## config.mk

```make
export PLATFORM = sky130hd
export DESIGN_NAME = alu_share_arbiter
export DESIGN_NICKNAME = d
export VERILOG_FILES = /design/src/rtl/alu_share_arbiter.sv
export SDC_FILE = /design/constraint.sdc
export NUM_CORES = 1
export LEC_CHECK = 0
export BUFFER_PORTS_ARGS = -buffer_cell sky130_fd_sc_hd__buf_2
export CAP_MARGIN = 20
export CORE_AREA = 2 2 108 110
export CTS_CLUSTER_DIAMETER = 30
export CTS_CLUSTER_SIZE = 20
export DETAILED_ROUTE_END_ITERATION = 6
export DIE_AREA = 0 0 110 112
export PLACE_DENSITY = 0.76
export SLEW_MARGIN = 20
export SYNTH_ARGS = -nofsm -noshare
export SYNTH_HDL_FRONTEND = slang
export SYNTH_SLANG_ARGS = --single-unit
```

## constraint.sdc

```tcl
create_clock -name clk_i -period 2.45 [get_ports clk_i]
set_input_delay 0.49 -clock clk_i [delete_from_list [all_inputs] [get_ports clk_i]]
set_output_delay 0.49 -clock clk_i [all_outputs]
set_load 0.05 [all_outputs]
```

## src/rtl/alu_share_arbiter.sv

```systemverilog
// Round-robin arbiter that shares one combinational ALU between NUM_REQ requesters.
// Optional per-requester grant counters are enabled with `define ALU_ARB_PERF_EN.
module alu_share_arbiter #(
  parameter int NUM_REQ = 2,
  parameter int DATA_W  = 32
) (
  input  logic                      clk_i,
  input  logic                      rst_ni,
  input  logic [NUM_REQ-1:0]        req_valid_i,
  output logic [NUM_REQ-1:0]        req_ready_o,
  input  logic [NUM_REQ*DATA_W-1:0] req_a_i,
  input  logic [NUM_REQ*DATA_W-1:0] req_b_i,
  input  logic [NUM_REQ*4-1:0]      req_op_i,
  output logic [NUM_REQ-1:0]        rsp_valid_o,
  input  logic [NUM_REQ-1:0]        rsp_ready_i,
  output logic [DATA_W-1:0]         rsp_result_o,
  output logic                      rsp_zero_o,
  output logic [DATA_W-1:0]         alu_a_o,
  output logic [DATA_W-1:0]         alu_b_o,
  output logic [3:0]                alu_op_o,
  input  logic [DATA_W-1:0]         alu_result_i,
  input  logic                      alu_zero_i
`ifdef ALU_ARB_PERF_EN
  ,
  output logic [NUM_REQ*16-1:0]     perf_grant_cnt_o
`endif
);

  localparam int GW = (NUM_REQ > 1) ? $clog2(NUM_REQ) : 1;

  typedef enum logic [1:0] {
    IDLE = 2'd0,
    EXEC = 2'd1,
    RESP = 2'd2
  } state_e;

  state_e            state_q, state_d;
  logic [GW-1:0]     grant_q, grant_d;
  logic [GW-1:0]     last_grant_q, last_grant_d;
  logic [DATA_W-1:0] a_q, a_d;
  logic [DATA_W-1:0] b_q, b_d;
  logic [3:0]        op_q, op_d;
  logic [DATA_W-1:0] result_q, result_d;
  logic              zero_q, zero_d;

  logic              pick_found;
  logic [GW-1:0]     pick_idx;

  // Scan starts one past the previous winner so a continuously requesting
  // master cannot starve the others.
  always_comb begin
    logic [GW-1:0] cand;
    pick_found = 1'b0;
    pick_idx   = '0;
    for (int k = 1; k <= NUM_REQ; k++) begin
      cand = GW'((int'(last_grant_q) + k) % NUM_REQ);
      if (!pick_found && req_valid_i[cand]) begin
        pick_found = 1'b1;
        pick_idx   = cand;
      end
    end
  end

  always_comb begin
    state_d      = state_q;
    grant_d      = grant_q;
    last_grant_d = last_grant_q;
    a_d          = a_q;
    b_d          = b_q;
    op_d         = op_q;
    result_d     = result_q;
    zero_d       = zero_q;
    req_ready_o  = '0;
    rsp_valid_o  = '0;

    case (state_q)
      IDLE: begin
        if (pick_found) begin
          req_ready_o  = NUM_REQ'(1) << pick_idx;
          a_d          = req_a_i[pick_idx*DATA_W +: DATA_W];
          b_d          = req_b_i[pick_idx*DATA_W +: DATA_W];
          op_d         = req_op_i[pick_idx*4 +: 4];
          grant_d      = pick_idx;
          last_grant_d = pick_idx;
          state_d      = EXEC;
        end
      end
      EXEC: begin
        result_d = alu_result_i;
        zero_d   = alu_zero_i;
        state_d  = RESP;
      end
      RESP: begin
        rsp_valid_o = NUM_REQ'(1) << grant_q;
        // Only the granted requester may retire the response.
        if (rsp_ready_i[grant_q]) begin
          state_d = IDLE;
        end
      end
      default: begin
        state_d = IDLE;
      end
    endcase
  end

  always_ff @(posedge clk_i or negedge rst_ni) begin
    if (!rst_ni) begin
      state_q      <= IDLE;
      grant_q      <= '0;
      last_grant_q <= GW'(NUM_REQ - 1);
      a_q          <= '0;
      b_q          <= '0;
      op_q         <= '0;
      result_q     <= '0;
      zero_q       <= 1'b0;
    end else begin
      state_q      <= state_d;
      grant_q      <= grant_d;
      last_grant_q <= last_grant_d;
      a_q          <= a_d;
      b_q          <= b_d;
      op_q         <= op_d;
      result_q     <= result_d;
      zero_q       <= zero_d;
    end
  end

  assign alu_a_o      = a_q;
  assign alu_b_o      = b_q;
  assign alu_op_o     = op_q;
  assign rsp_result_o = result_q;
  assign rsp_zero_o   = zero_q;

`ifdef ALU_ARB_PERF_EN
  for (genvar gi = 0; gi < NUM_REQ; gi++) begin : g_perf
    logic [15:0] cnt_q;

    always_ff @(posedge clk_i or negedge rst_ni) begin
      if (!rst_ni) begin
        cnt_q <= '0;
      end else if ((state_q == IDLE) && pick_found && (pick_idx == GW'(gi))) begin
        cnt_q <= cnt_q + 16'd1;
      end
    end

    assign perf_grant_cnt_o[gi*16 +: 16] = cnt_q;
  end
`endif

endmodule

```

==> results.txt <==
- TritonCTS created 9 clock buffers.
- Maximum Capacitance Violations: 0
* CTS Hold Buffers Added: 0
* Count of placed standard cells in the final layout, fillers left out: 781
- Endpoints failing setup: 0
* Number of routed nets with antenna violations: 0
- Clock-pin slew was measured on the worst setup and hold paths at roughly 0.070 ns.
- Core box area: 0.01117 sq mm
- Critical Path, Cell by Cell: a21bo_2 -> and3_4 -> buf_2
- The worst setup path is launched from a flop.
- Timing would allow up to 0.4581 GHz.
* Setup repair after global routing missed its margin: false
* End of the worst register-to-register path: alu_a_o[4]
- The cell count after synthesis came out at 367.
* Worst vdd ir: around 1.2 mV
- Clock tree buffer depth: 2
- Post-CTS timing repair inserted 0 buffers for setup.
- Overall power: 11.08 mW
- Share of synthesized area occupied by flip-flops and latches: 0.5922
* Flops & latches, synth: 105
- Final cell area excluding filler cells: 0.006316 sq mm
* Mapped Avg Cell Area: 12.10 sq um
- The final layout contains routed wiring with a total length of ~14,000 microns.
* Post-synthesis instance area: 0.004439 sq mm
- STA puts the critical path data arrival time at 1.69 ns.
* Die width: 110 microns
* Syn. warnings: 0
* H-tree lvl count: 3
* Biggest cell delay along the critical path: 0.57 ns
- Fin crit share: 0.8910
- Synthesis instantiated 24 different standard cells from the library.
* Cell with the most instances after synthesis: dfrtp_1
* Type of the worst min-delay path: in2async
- In the routed design, unresolved DRC markers number 0.
* Remaining global-route overflow: 0
* Clock tree from TritonCTS: done
- Overall fraction of global-route tracks in use: 0.2173
- The slowest stage of the critical path belongs to the cell dfstp_2.
- Placement Rows: 39
- Total Neg Setup Slack: 0 ns
- Buffer type at the clock tree root: clkbuf_16
- At the pin with the least slew margin, the transition time is between 0.6 and 0.7 ns.
- Worst setup path class: reg2out
- Clock Sink Count: 105
- Worst Path Max Fanout: 17
* Area fraction of the dominant cell type after synthesis: 0.5862
- STA puts the critical path data required time at 1.96 ns.
* Flip-flop cell with the highest count after synthesis: dfrtp_1
* Area Growth Syn to Fin: 42.28%
- The first global-routing pass estimated 20,910 microns of wire.
- The die covers 0.01232 sq mm.
- Register-to-register setup slack: 0.58 ns
- Routability-driven placement finished with a final weighted congestion of 0.8042.
* Vias after detailed routing: 4,171
- Diode insertion count for antenna repair: 0
- By area the synthesized netlist is led by dfrtp_1, a221o_1, mux2_2, and3_1, nand2_1.
- Once placement finished, the instance area stood at 0.005986 sq mm.
- In this run the vertical extent of the chip is 112 microns.
* Number of slew-limit violations in the final report: 0
- The worst register-to-register path begins at state_q[1].
* Leading area contributor after synthesis: dfrtp_1
- Later-pin clock latency in the skew report: 0.34 ns
* Ratio of cells with drive above 1 in the final layout: 0.5423
- Counting cells, the worst reg-to-reg path comes to 4.
* Hold violation count in the final report: 0
* Half-perimeter wire length after placement: 10,110 microns
* Starting density of the core: 0.3973
- Using the TritonRoute via totals, the vias-per-cell ratio works out to about 5.3.
* Critical path capture point type: output pin
- The number of global-route vias before repair came to approximately 4,200.
- Number of instances in the placed design: around 770
- In this run the power density over the cells is 1755 mW/mm^2.
* Synth Net Count: 542
- Of all flip-flops after synthesis, the portion carrying an async set or reset was 1.000.
* PnR worst setup slack: 0.2672 ns
- Summed over all cells, the static leakage comes to 3.355 nW.
- In this run the tool buffered the top-level ports with roughly 280 buffer cells.
- Antenna violations before repair: 0
* Status: completed
- Count of nets after finishing: 808
- Between clock sinks in the finished design, the worst skew comes to around 0.0089 ns.
- The worst path in the final design needs a cycle of around 2.2 ns, including I/O delays and setup.
- Boundary Pins: 280
* Count of TritonRoute iterations in the first routing pass: 5
- Number of synthesized flops with an enable pin: 0
* Resized cells post-CTS: 0
- Before CTS, the worst setup slack after placement is 0.2968 ns.
* Wire per inst: 17.43 microns
* Largest net degree at the start of global routing: 55
- Measured against its own limit, the worst slew margin works out to 0.5665.
* Commonest cells post-synth: dfrtp_1, a221o_1, and3_1, nand2_1, mux2_2
- The detailed router finished its first iteration with 333 violations.
cells in the final DEF (no fill, tap or decap), types with 3 or more instances in the layout:
cell	instances
a21oi_1	20
a221o_1	48
a31oi_1	20
and3_1	48
buf_12	3
buf_2	278
buf_4	9
clkbuf_16	9
dfrtp_1	104
mux2_2	34
nand2_1	40
nor2_1	3
registers in the layout (all words and copies together) (netlist names):
register / count
rsp_result_o: 32
state_q: 2
rsp_zero_o: 1
last_grant_q: 1
alu_b_o: 32
grant_q: 1
alu_a_o: 32
alu_op_o: 4
where the power goes:
part	internal (mW)	total (mW)	switching [mW]
Clock	0.933	1.58	0.642
Combinational	1.78	6.36	4.59
Sequential	2.63	3.14	0.513
Total	5.34	11.1	5.74
worst max-delay path: cells and delay by family, from the launching register on:
kind            cells  cell delay (ns)
simple gates        1             0.32
flops               1             0.57
compound gates      1             0.14
buf+inv             1             0.32
through the flow:
stage                     utilization  hold WS, ns
after floorplan                     -       0.1944
after global placement         0.5357       0.4805
after detailed placement       0.5357       0.4854
after CTS                      0.5652       0.1139
after global routing           0.5652       0.1366
final                          0.5652       0.1013
final cells by class:
type                    instances  area, sq um
inverters                       2        7.507
clock inverters                 5        87.58
multi-input cells             225         1652
clock buffers                  11        242.7
fillers                       987         4858
repair buffers                290         1519
well taps                     143        178.9
flip-flops and latches        105         2629
cells by family (layout without fill, tap and decap cells):
logic type,count (synthesis),count (layout),synth area share
mux,34,34,0.08625
flops,105,105,0.5922
simple gates,98,98,0.1144
compound gates,93,93,0.1671
buf+inv,37,308,0.04002
layer usage:
| layer | part of all wire | track usage | vias to the layer above | routed length (microns) |
|---|---|---|---|---|
| li1 | - | - | 1917 | - |
| met1 | 0.39 | 0.2614 | 2002 | 5307 |
| met2 | 0.51 | 0.3759 | 229 | 6896 |
| met3 | 0.088 | 0.05269 | 23 | 1197 |
| met4 | 0.016 | 0.07257 | 0 | 211 |
| met5 | 0 | 0 | - | 0 |
worst max-delay path by stage:
stage	from	to	slack, ns	cells past startpoint
2_1_floorplan	req_valid_i[1]	req_ready_o[1]	0.54	2
3_3_place_gp	req_valid_i[0]	alu_a_o[13]	0.43	5
3_5_place_dp	req_valid_i[1]	alu_a_o[13]	0.30	5
4_1_cts	last_grant_q	req_ready_o[0]	0.26	3
5_1_grt	last_grant_q	req_ready_o[0]	0.20	3
6_report	last_grant_q	req_ready_o[0]	0.27	3
(Power assumes the default switching activity.)
